<file path="src/rtl/pc_seq_pkg.sv">
// Shared types for the PC sequencer: FSM encoding and branch-kind codes.
// Imported by pc_seq and pc_ras.
package pc_seq_pkg;

    typedef enum logic [1:0] {
        S_IDLE  = 2'b00,
        S_FETCH = 2'b01,
        S_HOLD  = 2'b10
    } state_t;

    localparam logic [1:0] BR_JUMP = 2'b00;
    localparam logic [1:0] BR_CALL = 2'b01;
    localparam logic [1:0] BR_RET  = 2'b10;

    // Kind 2'b11 falls through both helpers and so behaves as a jump.
    function automatic logic is_call(input logic [1:0] kind);
        return kind == BR_CALL;
    endfunction

    function automatic logic is_ret(input logic [1:0] kind);
        return kind == BR_RET;
    endfunction

endpackage

</file>
<file path="src/rtl/pc_ras.sv">
// Return-address stack for pc_seq; dout shows the top entry, zero when empty.
// push and pop are never asserted together by the sequencer.
module pc_ras
    import pc_seq_pkg::*;
#(
    parameter int WIDTH = 8,
    parameter int DEPTH = 4
) (
    input  logic             clk,
    input  logic             reset,
    input  logic             push,
    input  logic             pop,
    input  logic [WIDTH-1:0] din,
    output logic [WIDTH-1:0] dout,
    output logic             full,
    output logic             empty
);

    localparam int PW = $clog2(DEPTH + 1);
    localparam int AW = (DEPTH > 1) ? $clog2(DEPTH) : 1;

    logic [WIDTH-1:0] r_mem [DEPTH];
    logic [PW-1:0]    r_sp;
    logic [AW-1:0]    w_top;
    logic [AW-1:0]    w_wr;
    logic             w_do_push;
    logic             w_do_pop;

    assign full      = (r_sp == PW'(DEPTH));
    assign empty     = (r_sp == '0);
    assign w_top     = AW'(r_sp - 1'b1);
    assign w_wr      = AW'(r_sp);
    assign w_do_push = push && !full;
    assign w_do_pop  = pop && !empty;
    assign dout      = empty ? '0 : r_mem[w_top];

    always_ff @(posedge clk) begin
        if (reset) begin
            r_sp <= '0;
        end else if (w_do_push) begin
            r_sp <= r_sp + 1'b1;
        end else if (w_do_pop) begin
            r_sp <= r_sp - 1'b1;
        end
    end

    // Storage needs no reset: entries above the pointer are never read.
    always_ff @(posedge clk) begin
        if (!reset && w_do_push) begin
            r_mem[w_wr] <= din;
        end
    end

endmodule

</file>
<file path="src/rtl/pc_seq.sv">
// Fetch/branch sequencer driving PC increment/load strobes.
// Define PC_SEQ_STACK_EN to build the call/return stack.
module pc_seq
    import pc_seq_pkg::*;
#(
    parameter int WIDTH = 8,
    parameter int DEPTH = 4
) (
    input  logic             clk,
    input  logic             reset,
    input  logic             run,
    input  logic [WIDTH-1:0] crnt_adr,
    output logic             pc_enable,
    output logic             pc_load,
    output logic [WIDTH-1:0] pc_nxt_adr,
    output logic             imem_req,
    input  logic             imem_ack,
    output logic             instr_valid,
    input  logic             instr_ready,
    input  logic             br_valid,
    input  logic [1:0]       br_kind,
    input  logic [WIDTH-1:0] br_target,
    output logic             br_ready,
    output logic             stk_err
);

    state_t           r_state;
    state_t           w_next;
    logic [WIDTH-1:0] w_load_adr;

    always_ff @(posedge clk) begin
        if (reset) begin
            r_state <= S_IDLE;
        end else begin
            r_state <= w_next;
        end
    end

    always_comb begin
        w_next = r_state;
        unique case (r_state)
            S_IDLE: begin
                if (run) w_next = S_FETCH;
            end
            S_FETCH: begin
                if (imem_ack) w_next = S_HOLD;
            end
            S_HOLD: begin
                if (instr_ready) w_next = run ? S_FETCH : S_IDLE;
            end
            default: w_next = S_IDLE;
        endcase
    end

    // Outputs are forced low while reset is held so nothing leaks out
    // of an abandoned fetch or hold.
    always_comb begin
        imem_req    = 1'b0;
        instr_valid = 1'b0;
        pc_enable   = 1'b0;
        pc_load     = 1'b0;
        br_ready    = 1'b0;
        if (!reset) begin
            unique case (r_state)
                S_FETCH: imem_req = 1'b1;
                S_HOLD: begin
                    instr_valid = 1'b1;
                    pc_enable   = instr_ready && !br_valid;
                    pc_load     = instr_ready && br_valid;
                    br_ready    = instr_ready && br_valid;
                end
                default: ;
            endcase
        end
    end

    assign pc_nxt_adr = pc_load ? w_load_adr : '0;

`ifdef PC_SEQ_STACK_EN
    logic             w_push;
    logic             w_pop;
    logic             w_full;
    logic             w_empty;
    logic [WIDTH-1:0] w_top;
    logic [WIDTH-1:0] w_ret_adr;
    logic             w_err_set;
    logic             r_stk_err;

    assign w_ret_adr = crnt_adr + 1'b1;
    assign w_push    = pc_load && is_call(br_kind) && !w_full;
    assign w_pop     = pc_load && is_ret(br_kind) && !w_empty;
    assign w_err_set = pc_load &&
                       ((is_call(br_kind) && w_full) ||
                        (is_ret(br_kind) && w_empty));

    pc_ras #(
        .WIDTH (WIDTH),
        .DEPTH (DEPTH)
    ) u_ras (
        .clk   (clk),
        .reset (reset),
        .push  (w_push),
        .pop   (w_pop),
        .din   (w_ret_adr),
        .dout  (w_top),
        .full  (w_full),
        .empty (w_empty)
    );

    always_ff @(posedge clk) begin
        if (reset) begin
            r_stk_err <= 1'b0;
        end else if (w_err_set) begin
            r_stk_err <= 1'b1;
        end
    end

    // An empty stack presents zero on w_top, giving the all-zero load.
    assign w_load_adr = is_ret(br_kind) ? w_top : br_target;
    assign stk_err    = r_stk_err;
`else
    logic w_unused_ok;

    assign w_unused_ok = ^{br_kind, crnt_adr};
    assign w_load_adr  = br_target;
    assign stk_err     = 1'b0;
`endif

endmodule

</file>
<file path="config.mk">
export PLATFORM = sky130hd
export DESIGN_NAME = pc_seq
export DESIGN_NICKNAME = d
export VERILOG_FILES = /design/src/rtl/pc_seq_pkg.sv /design/src/rtl/pc_ras.sv /design/src/rtl/pc_seq.sv
export SDC_FILE = /design/constraint.sdc
export NUM_CORES = 1
export LEC_CHECK = 0
export CAP_MARGIN = 30
export CORE_AREA = 2 2 39 41
export CTS_BUF_LIST = sky130_fd_sc_hd__clkbuf_8 sky130_fd_sc_hd__clkbuf_16
export CTS_CLUSTER_DIAMETER = 80
export DETAILED_ROUTE_END_ITERATION = 16
export DIE_AREA = 0 0 41 43
export PLACE_DENSITY = 0.67
export SLEW_MARGIN = 20
export SYNTH_ARGS = -nofsm -noshare
export SYNTH_HDL_FRONTEND = slang
export SYNTH_SLANG_ARGS = --single-unit
</file>
<file path="constraint.sdc">
create_clock -name clk -period 1.25 [get_ports clk]
set_clock_uncertainty 0.1 [all_clocks]
set_input_delay 0.1875 -clock clk [delete_from_list [all_inputs] [get_ports clk]]
set_output_delay 0.1875 -clock clk [all_outputs]
set_load 0.01 [all_outputs]
</file>
# Word-level counts from Yosys, hierarchy flattened
# Index checks and enable logic that the tools add are counted.
[word_totals] register_bits=2 elab_cells=25 in_bits=24 output_inout_bits=14
[op_classes] reduce_logical=5 n_mux=14 n_eq_ne=5
[ops] op="1-bit 2-to-1 mux" n=9
[ops] op="8-bit 2-to-1 mux" n=1
[ops] op="2-bit 2-to-1 mux" n=3
[ops] op="2-bit != test (second input constant)" n=3
[ops] op="2-bit case mux with 3 select lines" n=1
[ops] op="3-bit AND reduction" n=1
[ops] op="2-bit by 1-bit equality test with 1-bit output (second input constant)" n=1
[ops] op="2-bit equality test (second input constant)" n=1
[ops] op="1-bit logical AND" n=2
[ops] op="2-bit zero test" n=1
[ops] op="1-bit zero test" n=1

# Depth between registers and ports, before layout
# Gate-level depths: netlist of run 1.
[depth] word_depth=4 depth_mapped=3 depth_no_buf=3

# Worst setup path after synthesis of run 1
# No wires, ideal clock.
[synth_timing] kind="reg2out" from="register r_state[1]" to="output port pc_nxt_adr[0]" required_time_ns=0.962 path_buffers=0 t_arrival_ns=1.042 setup_slack_ns=-0.080 stages_incl_launch_ff=4 cell_sequence="dfxtp_1 -> nand3b_4 -> nor3b_4 -> and2_1"
[synth_between] elab_chain_len=4
[synth_rtl] item="from (decl)" line_no="pc_seq.sv:27" source="state_t r_state;"
[synth_rtl] item="from (signal assigned)" line_no="pc_seq.sv:35" source="r_state <= w_next;"
[synth_rtl] item="2-bit equality test"
[synth_rtl] item="1-bit 2-to-1 mux (2 in a row)"
[synth_rtl] item="net br_ready" line_no="pc_seq.sv:23" source="output logic br_ready,"
[synth_rtl] item="8-bit 2-to-1 mux" line_no="pc_seq.sv:77" source="assign pc_nxt_adr = pc_load ? w_load_adr : '0;"
[synth_rtl] item="to (decl)" line_no="pc_seq.sv:15" source="output logic [WIDTH-1:0] pc_nxt_adr,"
# The timed path passes the listed nets, and every way through them passes these cells.

# Worst setup path in the final report of run 1
[layout_timing] from="register r_state[0]" to="output port pc_nxt_adr[1]"
[layout_between] elab_chain_len=4
[layout_rtl] item="2-bit equality test" line_no="pc_seq.sv:64" source="unique case (r_state)"
[layout_rtl] item="1-bit 2-to-1 mux" line_no="pc_seq.sv:64"
[layout_rtl] item="1-bit 2-to-1 mux" line_no="pc_seq.sv:63" source="if (!reset) begin"
[layout_rtl] item="8-bit 2-to-1 mux" line_no="pc_seq.sv:77"
# Every way passes these cells.

==> results of run 1 <==
power by group through the flow:
stage	logic, W	clock network, W	registers [W]
2_1_floorplan	0.0000225	0	0.0000741
3_3_place_gp	0.0000920	0	0.0000728
6_report	0.000106	0.000252	0.0000719
4_1_cts	0.000107	0.000260	0.0000719
3_5_place_dp	0.0000926	0	0.0000726
5_1_grt	0.000114	0.000260	0.0000723
cell usage in the layout (no fill, tap or decap), drive strengths merged, types with 2 or more instances in the layout:
cell           instances
nor3                   3
inv                    2
buf                   25
dfxtp                  2
dlygate4sd2            2
and2                   8
clkbuf                 4
clkdlybuf4s50         10
nor3b                  3
worst max-delay path, stage by stage, from the launching register on:
cell      delay (ns)
dfxtp_2         0.30
nand3b_4        0.18
nor3b_4         0.21
buf_6           0.13
buf_6           0.08
and2_4          0.13
buf_6           0.09
metrics by stage:
stage,power [W],hold slack (ns),cells,area (µm²),worst slack (ns)
floorplan,0.00009654,0.1492,26,211.5,-0.05709
CTS,0.0004390,0.4800,83,613.1,-0.3828
detailed placement,0.0001652,0.5104,73,529.3,-0.8934
global placement,0.0001648,0.5034,73,529.3,-0.8491
finish,0.0004300,0.2821,82,635.6,-0.3760
global route,0.0004465,0.2994,82,635.6,-0.4165
cell families after synthesis:
group                  Yosys count
AO/OA/AOI/OAI                    3
buffers and inverters            4
flip-flops                       2
other                            1
AND/OR/NAND/NOR                 16
cells in the mapped netlist:
library cell,n,area [µm²]
and2_1,8,50.05
nor3_1,3,15.01
buf_4,2,15.01
dfxtp_1,2,40.04
inv_1,2,7.510
a21oi_1,1,5.000
a31oi_1,1,6.260
conb_1,1,3.750
nand3b_4,1,20.02
nor2_1,1,3.750
nor3b_1,1,7.510
nor3b_4,1,18.77
o211ai_1,1,7.510
or3_1,1,6.260
repair_timing:
item,4_1_cts,5_1_grt
pin swaps,11,3
gates resized for setup,68,12
gates cloned,1,0
endpoints found under the setup margin,14,14
buffers inserted,6,0
final cells by class:
cell class	instances	area, µm²
repair buffers	38	330.3
clock buffers	3	41.29
fillers	148	748.2
well taps	16	20.02
inverters	2	10.01
multi-input cells	21	191.4
flip-flops and latches	2	42.54
routing by layer:
metal,routed length (µm),part of all wire [%],up-vias
met2,442,47,27
met5,0,0,-
li1,-,-,168
met1,286,30,143
met4,0,0,0
met3,215,23,0
worst max path at each step:
stage                                  startpoint       endpoint  slack [ns]  cells past startpoint
after floorplan           r_state[0]$_SDFFE_PP0P_  pc_nxt_adr[0]       -0.06                      3
after detailed placement              instr_ready  pc_nxt_adr[1]       -0.89                      5
final                     r_state[0]$_SDFFE_PP0P_  pc_nxt_adr[1]       -0.38                      6
after CTS                 r_state[0]$_SDFFE_PP0P_  pc_nxt_adr[1]       -0.38                      6
after global placement                instr_ready  pc_nxt_adr[1]       -0.85                      5
after global routing      r_state[0]$_SDFFE_PP0P_  pc_nxt_adr[1]       -0.42                      6
==> flow_summary.toml, run 1 <==
[logic_synthesis]
synthCells = 26
synth_compound_area_share_pct = 9.091
ys_ff_latch = 2
synth_cell_type_count = 14
synth_mux_area_share_pct = 0
syn_avg_cell_area_um2 = 7.940
synth_fp_nets = 50
synthSimpleGateAreaFrac_pct = 58.79
syn_area_um2 = 206.4
synth_fa_ha_area_share_pct = 0
synthXorXnorAreaFrac_pct = 0
synth_top_family_by_area = "simple AND/OR/NAND/NOR gates"
yosysSeqAreaShare_pct = 19.39
synth_warnings = 0

[outcome]
status = "finished, violations left"
violations = "setup timing"

[global_route]
grt_max_degree = 6
grt_pass1_wl_um = 1145
antenna_found_initial = 0
track_usage_pct = 9.910
grt-busiest-layer = "met2"
grt_pass1_vias = 320
met3_usage_pct = 5.759
grt.overflow.total = 0
met2_usage_pct = 16.56
grt_use_met1_pct = 7.325

[critical_path]
regToRegStartpoint = "r_state[0]$_SDFFE_PP0P_"
critical_path_class = "reg2out"
reg2reg_depth = 5
cp.required_ns = 0.96
crit_path_max_fanout = 4
critPathCaptureType = "output pin"
crit_arrival_ns = 1.34
setup.worst_path.start_class = "flop"
r2r_slack_ns = 0.01
r2r-end = "r_state[0]$_SDFFE_PP0P_"

[die]
num_rows = 14
ios = 38
die_y_um = 43
initial_core_util_pct = 14.92
dieArea_um2 = 1763
core_um2 = 1384
die_w_um = 41

[cells_and_area]
largest_reg_flops = 2
syn2layout_area_growth_pct = 207.9
top_register = "r_state"
antenna_cells = 0
nNetsFinal = 92
drive_gt1_share_pct = 66.67
top_regs = "r_state x2"
utilization_pct = 45.93

[power]
combPwrFrac_pct = 24.6
seq_power_share_pct = 16.7
irDropWorstVdd_mv = 0.5640
switchingPower_w = 0.00008947
clkPwrFrac_pct = 58.7
p_sw_share_pct = 20.81
intPower_w = 0.0003406
power.density_nw_per_um2 = 676.6
p_leak_nw = 0.3210

[placed_design]
dp_hpwl_um = 572.2
port_buffers = 26
gp_congestion = 0.8120

[cts]
h-tree-depth = 1
cts_buffer_depth = 2
cts.sinks = 2
clock_latency_ns = 0.21
root_buffer = "clkbuf_8"
ctsHoldBuffers = 0
cts_tree = "done"
cts_buffers = 3
clk_pin_slew_ns = 0.03

[timing]
drv_slew = 0
finalSetupViolCount = 11
fin_crit_sh_pct = 130.1
period_minus_slack_ns = 1.626
fin_ws_ns = -0.3760
fmax_mhz = 615.0
finalHoldViolations = 0
setup_tns_ns = -2.951
rsz0062_at_grt = "yes"

[drt]
wl_um = 943
wire_per_inst_um = 11.50
vias_per_cell = 4.122
num_vias = 338
first_pass_iters = 2
drc = 0
ant_nets = 0
initialDrtViolationCount = 1

[worst_hold_path]
holdCritPathClass = "in2reg"
min-delay-start = "reset"
min_path_cells = 3
holdPathEnd = "r_state[0]$_SDFFE_PP0P_"

[job]
cap_violations = 0
(Power assumes the default switching activity.)
==> run 2, diff against run 1 <==
--- a/config.mk
+++ b/config.mk
@@ -8,7 +8,7 @@
 export CAP_MARGIN = 30
 export CORE_AREA = 2 2 39 41
 export CTS_BUF_LIST = sky130_fd_sc_hd__clkbuf_8 sky130_fd_sc_hd__clkbuf_16
-export CTS_CLUSTER_DIAMETER = 80
+export CTS_CLUSTER_DIAMETER = 120
 export DETAILED_ROUTE_END_ITERATION = 16
 export DIE_AREA = 0 0 41 43
 export PLACE_DENSITY = 0.67
==> results of run 2 <==
No change in the layout: final DEF, timing and power equal those of run 1.
==> run 3, diff against run 2 <==
--- a/config.mk
+++ b/config.mk
@@ -12,6 +12,7 @@
 export DETAILED_ROUTE_END_ITERATION = 16
 export DIE_AREA = 0 0 41 43
 export PLACE_DENSITY = 0.67
+export RECOVER_POWER = 50
 export SLEW_MARGIN = 20
 export SYNTH_ARGS = -nofsm -noshare
 export SYNTH_HDL_FRONTEND = slang
==> results of run 3 <==
No change in the layout: final DEF, timing and power equal those of run 1.
